[src/rtl/io_pkg.sv]
// Shared constants for the memory-mapped I/O port: register addresses,
// status bit positions and count field offsets.
package io_pkg;

  localparam int IO_DATA   = 0;
  localparam int IO_STATUS = 1;

  localparam int ST_RXNE   = 0;
  localparam int ST_TXFULL = 1;
  localparam int ST_TXOVF  = 2;
  localparam int ST_RXUDF  = 3;

  localparam int ST_RXCNT_LSB = 8;
  localparam int ST_TXCNT_LSB = 12;

endpackage

[src/rtl/io_fifo.sv]
// Generic synchronous FIFO; head is combinational (zero when empty), push/pop take effect next cycle.
// A push is accepted when full only if a pop happens in the same cycle; pop on empty is ignored.
module io_fifo #(
  parameter int word_width = 16,
  parameter int fifo_depth = 4
) (
  input  logic                          clk,
  input  logic                          rst,
  input  logic                          push,
  input  logic [word_width-1:0]         push_data,
  input  logic                          pop,
  output logic [word_width-1:0]         head,
  output logic [$clog2(fifo_depth):0]   count,
  output logic                          full,
  output logic                          empty
);

  localparam int AW = $clog2(fifo_depth);
  localparam int CW = AW + 1;

  logic [word_width-1:0] mem [fifo_depth];
  logic [AW-1:0]         wr_ptr;
  logic [AW-1:0]         rd_ptr;
  logic                  do_push;
  logic                  do_pop;

  assign empty   = (count == '0);
  assign full    = (count == CW'(fifo_depth));
  assign do_pop  = pop & !empty;
  assign do_push = push & (!full | do_pop);
  assign head    = empty ? '0 : mem[rd_ptr];

  always_ff @(posedge clk) begin
    if (do_push) mem[wr_ptr] <= push_data;
  end

  // Pointers are exactly log2(depth) bits, so they wrap on their own.
  always_ff @(posedge clk) begin
    if (rst) begin
      wr_ptr <= '0;
      rd_ptr <= '0;
      count  <= '0;
    end else begin
      if (do_push) wr_ptr <= wr_ptr + 1'b1;
      if (do_pop)  rd_ptr <= rd_ptr + 1'b1;
      if (do_push && !do_pop)      count <= count + 1'b1;
      else if (!do_push && do_pop) count <= count - 1'b1;
    end
  end

endmodule

[src/rtl/io_port.sv]
// Memory-mapped DATA/STATUS port buffering words to/from a device via TX/RX FIFOs; device side is valid/ready.
// CPU write shows on dev_tx_valid next cycle; full TX drops words (tx_ovf), empty RX reads 0 (rx_udf); IO_PORT_IRQ_EN adds io_irq.
module io_port
  import io_pkg::*;
#(
  parameter int word_width = 16,
  parameter int fifo_depth = 4
) (
  input  logic                  clk,
  input  logic                  rst,
  input  logic [word_width-1:0] io_addr,
  input  logic                  io_oe,
  input  logic                  io_we,
  input  logic [word_width-1:0] bus_in,
  output logic [word_width-1:0] bus_out,
  output logic [word_width-1:0] dev_tx_data,
  output logic                  dev_tx_valid,
  input  logic                  dev_tx_ready,
  input  logic [word_width-1:0] dev_rx_data,
  input  logic                  dev_rx_valid,
  output logic                  dev_rx_ready
`ifdef IO_PORT_IRQ_EN
  ,
  output logic                  io_irq
`endif
);

  localparam int CW = $clog2(fifo_depth) + 1;

  logic [word_width-1:0] tx_head;
  logic [word_width-1:0] rx_head;
  logic [word_width-1:0] rd_hold;
  logic [word_width-1:0] status;
  logic [CW-1:0]         tx_count;
  logic [CW-1:0]         rx_count;
  logic tx_full, tx_empty, rx_full, rx_empty;
  logic tx_push, tx_pop, rx_push, rx_pop;
  logic is_status, wr_data, wr_status, rd_pulse, rd_data;
  logic oe_q, hold_vld, tx_ovf, rx_udf;
  logic unused_addr;

  assign unused_addr = ^io_addr[word_width-1:1];

  assign is_status = (io_addr[0] == 1'(IO_STATUS));
  assign wr_data   = io_we & !is_status;
  assign wr_status = io_we & is_status;
  assign rd_pulse  = io_oe & !oe_q & !io_we;
  assign rd_data   = rd_pulse & !is_status;

  assign tx_pop  = dev_tx_valid & dev_tx_ready;
  assign tx_push = wr_data & (!tx_full | tx_pop);
  assign rx_push = dev_rx_valid & dev_rx_ready;
  assign rx_pop  = rd_data & !rx_empty;

  assign dev_tx_valid = !tx_empty;
  assign dev_tx_data  = tx_head;
  assign dev_rx_ready = !rx_full & !rst;

  io_fifo #(.word_width(word_width), .fifo_depth(fifo_depth)) u_tx_fifo (
    .clk       (clk),
    .rst       (rst),
    .push      (tx_push),
    .push_data (bus_in),
    .pop       (tx_pop),
    .head      (tx_head),
    .count     (tx_count),
    .full      (tx_full),
    .empty     (tx_empty)
  );

  io_fifo #(.word_width(word_width), .fifo_depth(fifo_depth)) u_rx_fifo (
    .clk       (clk),
    .rst       (rst),
    .push      (rx_push),
    .push_data (dev_rx_data),
    .pop       (rx_pop),
    .head      (rx_head),
    .count     (rx_count),
    .full      (rx_full),
    .empty     (rx_empty)
  );

  // The popped word is held so a multi-cycle read keeps showing the same value.
  always_ff @(posedge clk) begin
    if (rst) begin
      oe_q     <= 1'b0;
      hold_vld <= 1'b0;
      rd_hold  <= '0;
      tx_ovf   <= 1'b0;
      rx_udf   <= 1'b0;
    end else begin
      oe_q     <= io_oe;
      hold_vld <= io_oe & (hold_vld | rd_data);
      if (rd_data) rd_hold <= rx_head;
      if (wr_data && tx_full && !tx_pop)       tx_ovf <= 1'b1;
      else if (wr_status && bus_in[ST_TXOVF])  tx_ovf <= 1'b0;
      if (rd_data && rx_empty)                 rx_udf <= 1'b1;
      else if (wr_status && bus_in[ST_RXUDF])  rx_udf <= 1'b0;
    end
  end

  always_comb begin
    status                         = '0;
    status[ST_RXNE]                = !rx_empty;
    status[ST_TXFULL]              = tx_full;
    status[ST_TXOVF]               = tx_ovf;
    status[ST_RXUDF]               = rx_udf;
    status[ST_RXCNT_LSB +: 4]      = 4'(rx_count);
    status[ST_TXCNT_LSB +: 4]      = 4'(tx_count);
  end

  always_comb begin
    bus_out = '0;
    if (io_oe && !io_we) begin
      if (is_status)     bus_out = status;
      else if (hold_vld) bus_out = rd_hold;
      else               bus_out = rx_head;
    end
  end

`ifdef IO_PORT_IRQ_EN
  always_ff @(posedge clk) begin
    if (rst) io_irq <= 1'b0;
    else     io_irq <= !rx_empty | tx_ovf | rx_udf;
  end
`endif

endmodule

[config.mk]
export PLATFORM = sky130hd
export DESIGN_NAME = io_port
export DESIGN_NICKNAME = d
export VERILOG_FILES = /design/src/rtl/io_pkg.sv /design/src/rtl/io_fifo.sv /design/src/rtl/io_port.sv
export SDC_FILE = /design/constraint.sdc
export NUM_CORES = 1
export LEC_CHECK = 0
export ABC_AREA = 1
export CORE_ASPECT_RATIO = 0.5
export CORE_MARGIN = 8
export CORE_UTILIZATION = 58
export CTS_BUF_LIST = sky130_fd_sc_hd__clkbuf_2 sky130_fd_sc_hd__clkbuf_4 sky130_fd_sc_hd__clkbuf_8
export DETAILED_ROUTE_END_ITERATION = 12
export PLACE_DENSITY = 0.9
export SLEW_MARGIN = 20
export SYNTH_ARGS = -nofsm -noshare
export SYNTH_HDL_FRONTEND = slang
export SYNTH_SLANG_ARGS = --single-unit
[constraint.sdc]
create_clock -name clk -period 2.6 [get_ports clk]
set_input_delay 0.52 -clock clk [delete_from_list [all_inputs] [get_ports clk]]
set_output_delay 0.52 -clock clk [all_outputs]
set_load 0.02 [all_outputs]
== Word-level counts from Yosys, hierarchy flattened ==
Memory sizes are Yosys's and may differ from the RTL's. A register that Yosys moved wholly into a read port is not among the register bits.
Index checks and enable logic that the tools add are counted.
Storage, ports and cells
  register bits after elaboration: 34
  memory bits (writable): 128
  bits of input ports: 54
  word-level logic and storage cells: 92
  memories kept: 2
Memory list
  u_rx_fifo.mem: words 4, bits a word 16, rd ports 1, clocked after Yosys merged registers in 1, wr ports 1, line io_fifo.sv:21  | logic [word_width-1:0] mem [fifo_depth];
  u_tx_fifo.mem: words 4, bits a word 16, rd ports 1, clocked after Yosys merged registers in 1, wr ports 1, line io_fifo.sv:21
Cells by class
  add/subtract/negate cells: 8
  eq/ne operators: 2
  muxes and demuxes: 21
  bitwise gates (word level): 19
  reductions and logical operators: 29
Operators by type and width (number)
  $mux W16: 5
  $and A1 B1 Y1: 15
  $logic_not A1 Y1: 13
  $mux W3: 4
  $logic_and A1 B1 Y1: 10
  $add A2 B1 Y2 const B: 4
  $mux W1: 8
  $mux W2: 4
  $reduce_bool A2 Y1: 4
  $add A3 B1 Y3 const B: 2
  $eq A3 B3 Y1 const B: 2
  $logic_not A3 Y1: 2
  $sub A3 B1 Y3 const B: 2
  $or A1 B1 Y1: 4

== Logic depth before layout (Yosys ltp) ==
  depth in word-level cells: 12
  depth in mapped cells: 13
  mapped depth without buffers: 13

== Modules after synthesis ==
Synthesis repeated with hierarchy kept, for this count alone.
Unflattened totals
  cell total of the unflattened synthesis: 732
  area, all modules: 7433.4 µm²
Modules (own cells, without submodules)
  io_fifo: instances 2, cells each 261, area each 3071.7 µm²
  io_port: instances 1, cells each 210, area each 1290.0 µm²

== Least setup slack after synthesis ==
Ideal clock, no wire load.
  path kind: in2reg
  start: in rst
  end: mem u_rx_fifo.mem[0][0], enable pin
  setup time: 389 ps
  arrival: 1596 ps
  setup slack: 616 ps
  cell stages on the path: 4
  path through: inv_1 -> buf_2 -> nand3_2 -> nor2_1
Between the ends
  cells in the longest elaborated chain, start to end: 6
RTL lines
  start, declared: line io_port.sv:10  | input logic rst,
  $logic_not A1 Y1: line io_port.sv:57  | assign dev_rx_ready = !rx_full & !rst;
  $and A1 B1 Y1: line io_port.sv:57
  $and A1 B1 Y1: line io_port.sv:52  | assign rx_push = dev_rx_valid & dev_rx_ready;
  $and A1 B1 Y1: line io_fifo.sv:30  | assign do_push = push & (!full | do_pop);
  $mux W1: line io_fifo.sv:34  | if (do_push) mem[wr_ptr] <= push_data;
  $mux W1 (implied by the code): line io_fifo.sv:34
  end, declared: line io_fifo.sv:21
No other way between the ends.

== Final worst setup path ==
  start: in io_addr[0]
  end: out bus_out[9]
Between the ends
  cells in the longest elaborated chain, start to end: 2
RTL lines
  start, declared: line io_port.sv:11  | input logic [word_width-1:0] io_addr,
  $mux W16: line io_port.sv:115  | if (is_status) bus_out = status;
  $mux W16: line io_port.sv:114  | if (io_oe && !io_we) begin
  end, declared: line io_port.sv:15  | output logic [word_width-1:0] bus_out,
No other way between the ends.

==> flow_summary.toml <==
[layout]
final-seq-area_um2 = 4608
flow.area_growth_from_synthesis_pct = 21.94
drive_above_1_share = 0.1291
diodes = 0
nFillCells = 771
area_of_the_multi_input_gates_um2 = 2064
layout.cell_area.non_filler_um2 = 8701
finish.net_count = 897

[setup_path]
critical-path-max-stage-delay_ns = 0.60
regToRegSetupSlack_ns = 0.55
regToRegStartpoint = "u_tx_fifo.count[0]"
end_kind = "output pin"
worst_ep_required_time_ns = 2.08
cpMostUsedCell = "sky130_fd_sc_hd__nand2_1"
cp_data_arrival_time_ns = 2.03
critPathMaxFanout = 10
critPathSlowestCell = "sky130_fd_sc_hd__clkdlybuf4s50_1"
timing.setup.critical_path_class = "primary input to output pin"
reg2reg_depth = 10
path_cells = "clkdlybuf4s50_1 -> inv_2 -> buf_4 -> nand2_4 -> nor2_1 -> nand2_1 -> nand2_1 -> dlygate4sd2_1"
critical_path.reg2reg.endpoint = "u_tx_fifo.count[1]"
worstSetupStartpointType = "primary input"

[floorplanning]
die_area_um2 = 16320
initial_utilization = 0.5991
pin_count = 88
die_y_extent_um = 94.43
core_um2 = 11910
die_width_um = 172.9
num_rows = 28

[worst_hold_path]
whs_path_depth = 2
min-delay-start = "rx_udf"
worstHoldEndpoint = "rx_udf"
min-delay-path-class = "flop to flop"

[clock_tree]
htree_levels = 4
total_cts_buffers = 17
cts.hold.buffers_added = 0
cts-root-to-sink-buffers = 2
cts.reportedPaths.clkPinSlew_ns = 0.09
clock_sinks = 166
cts_tree = "done"
ctsRootBufferMaster = "sky130_fd_sc_hd__clkbuf_8"
clock_latency_ns = 0.45

[detailed_routing]
post_drt_via_cell_ratio = 5.324
num_vias = 5372
drt_pass1_iterations = 5
ant_nets = 0
detail_route.wirelength_mm = 15.94
wire_per_inst_um = 15.80
drc = 0
drt-initial-drc-count = 529

[global_route]
grt.overflow.total = 0
antenna_found_initial = 0
grt_pass1_vias = 5381
grt_max_degree = 34
grt.total_usage = 0.1997
grt_first_pass_wirelength_mm = 25.91

[power]
cellPowerDensity_nw_per_um2 = 748.8
power.total_mw = 6.515
cellLeakagePower_nw = 3.660
peakVddDrop_v = 0.0004298

[yosys]
synth_nets = 783
synth_enable_flop_cells = 128
ys_dominant_reg_cell = "sky130_fd_sc_hd__edfxtp_1"
ys_warn_count = 0
postSynthAreaPerCell_um2 = 9.952
synth_cells = 717
synthDistinctLibCells = 29
synthMostInstantiatedCell = "sky130_fd_sc_hd__nand2_1"
synth_largest_area_cell = "sky130_fd_sc_hd__edfxtp_1"
post_synth_and_or_nand_nor_area_fraction = 0.1713
synth_seq_cells = 166
sequential_element_share_of_the_synthesized_area = 0.6453
muxShareOfSynthArea = 0
synth_compound_area_frac = 0.09153
largest_family_of_logic_cells_by_synthesized_area = "simple AND/OR/NAND/NOR gates"
synthTopCellsByArea = "sky130_fd_sc_hd__edfxtp_1, sky130_fd_sc_hd__dfxtp_1, sky130_fd_sc_hd__nand2_1"
synth.top_cells.by_count = "sky130_fd_sc_hd__nand2_1, sky130_fd_sc_hd__edfxtp_1, sky130_fd_sc_hd__nor2_1"
synth-async-reset-ratio = 0
synth_xor_area_frac = 0.002455
yosys.area_share.adder = 0.02315
post_synth_instance_area_um2 = 7136
synth_top_area_share = 0.5387

[placed_design]
gpl.final_weighted_congestion = 0.8168
post_dp_cell_area_um2 = 8274
portBuffers = 72
place_hpwl_mm = 10.68

[sta]
final-hold-violation-count = 0
drv_slew = 0
post-route-period-util = 0.9813
setup_viol = 0
grt_setup_unrepaired = "no"
fin_hold_ws_ns = 0.4722
max-slew-margin-rel = 0.7601
max_clock_freq_mhz = 391.9
fin_skew_ns = 0.01592
final.min_clock_period_ns = 2.551
worstMarginPinSlew_ns = 0.3598

[outcome]
run_status = "completed"

[job]
drv_cap = 0
==> per-layer routing <==
layer,up-vias,track usage,share of wire
li1,2599,-,-
met1,2559,0.2222,0.40
met2,189,0.3753,0.52
met3,25,0.04580,0.061
met4,0,0.07840,0.016
met5,-,0,0
==> through the flow <==
step           TNS (ns)  setup slack, ns  utilization  cells
2_1_floorplan         0           0.6159            -    717
3_3_place_gp     -2.673          -0.1856       0.6946    969
3_5_place_dp     -3.022          -0.2356       0.6946    969
4_1_cts               0          0.01307       0.7261   1002
5_1_grt               0         0.008215       0.7305   1009
6_report              0          0.04862       0.7305   1009
==> cell type report <==
type	count	area share
Clock buffer	18	0.02775
Clock inverter	14	0.01625
Inverter	78	0.03509
Multi-Input combinational cell	441	0.2373
Sequential cell	166	0.5296
Tap cell	165	0.02373
Timing Repair Buffer	127	0.1303
==> cells by family after synthesis <==
kind of cell	after synthesis
simple gates	298
xor+xnor	2
buf+inv	110
flops	166
compound gates	129
fa+ha+maj	12
==> layout by cell type (no fill, tap or decap), drive strengths merged <==
| cell type | count |
|---|---|
| a21boi | 1 |
| a21oi | 53 |
| a31oi | 1 |
| buf | 55 |
| bufinv | 1 |
| clkbuf | 22 |
| clkdlybuf4s15 | 1 |
| clkdlybuf4s50 | 40 |
| clkinv | 5 |
| clkinvlp | 3 |
| dfxtp | 38 |
| dlygate4sd2 | 27 |
| edfxtp | 128 |
| fa | 2 |
| ha | 10 |
| inv | 83 |
| nand2 | 149 |
| nand3 | 31 |
| nand3b | 1 |
| nor2 | 115 |
| nor3 | 2 |
| o21ai | 74 |
| xor2 | 2 |
==> worst max path at each step <==
stage / slack (ns) / depth (start not counted) / to / start
2_1_floorplan: 0.62 / 4 / u_rx_fifo.mem[0][0] / rst
3_3_place_gp: -0.19 / 7 / bus_out[5] / io_we
3_5_place_dp: -0.24 / 15 / u_rx_fifo.count[2] / io_addr[0]
4_1_cts: 0.01 / 10 / bus_out[3] / flop
5_1_grt: 0.008 / 9 / bus_out[6] / flop
6_report: 0.05 / 8 / bus_out[9] / io_addr[0]
==> what timing repair did <==
action | 4_1_cts | 5_1_grt
endpoints found under the setup margin | 32 | 15
setup buffers | 1 | 7
resized for setup | 36 | 14
pin swaps | 0 | 1
endpoints found under the hold margin | 0 | 0
==> critical path: cells and delay by family <==
kind,cells,cell delay [ns]
buffers and inverters,4,1.15
AND/OR/NAND/NOR,4,0.36
==> flip-flops by register name, summed over array words and instances (netlist names), named ones only <==
register and cells:
u_rx_fifo.mem 64, u_tx_fifo.mem 64, rd_hold 16, u_rx_fifo.count 3, u_tx_fifo.count 3, u_rx_fifo.rd_ptr 2, u_rx_fifo.wr_ptr 2, u_tx_fifo.rd_ptr 2
u_tx_fifo.wr_ptr 2, hold_vld 1, oe_q 1, rx_udf 1, tx_ovf 1
==> where the power goes <==
part / switching [mW] / total (mW) / internal [mW]
registers: 0.0748 / 3.06 / 2.98
logic: 1.04 / 1.67 / 0.633
clock network: 0.989 / 1.78 / 0.796
Note: power is estimated with default switching activity, not from simulation.
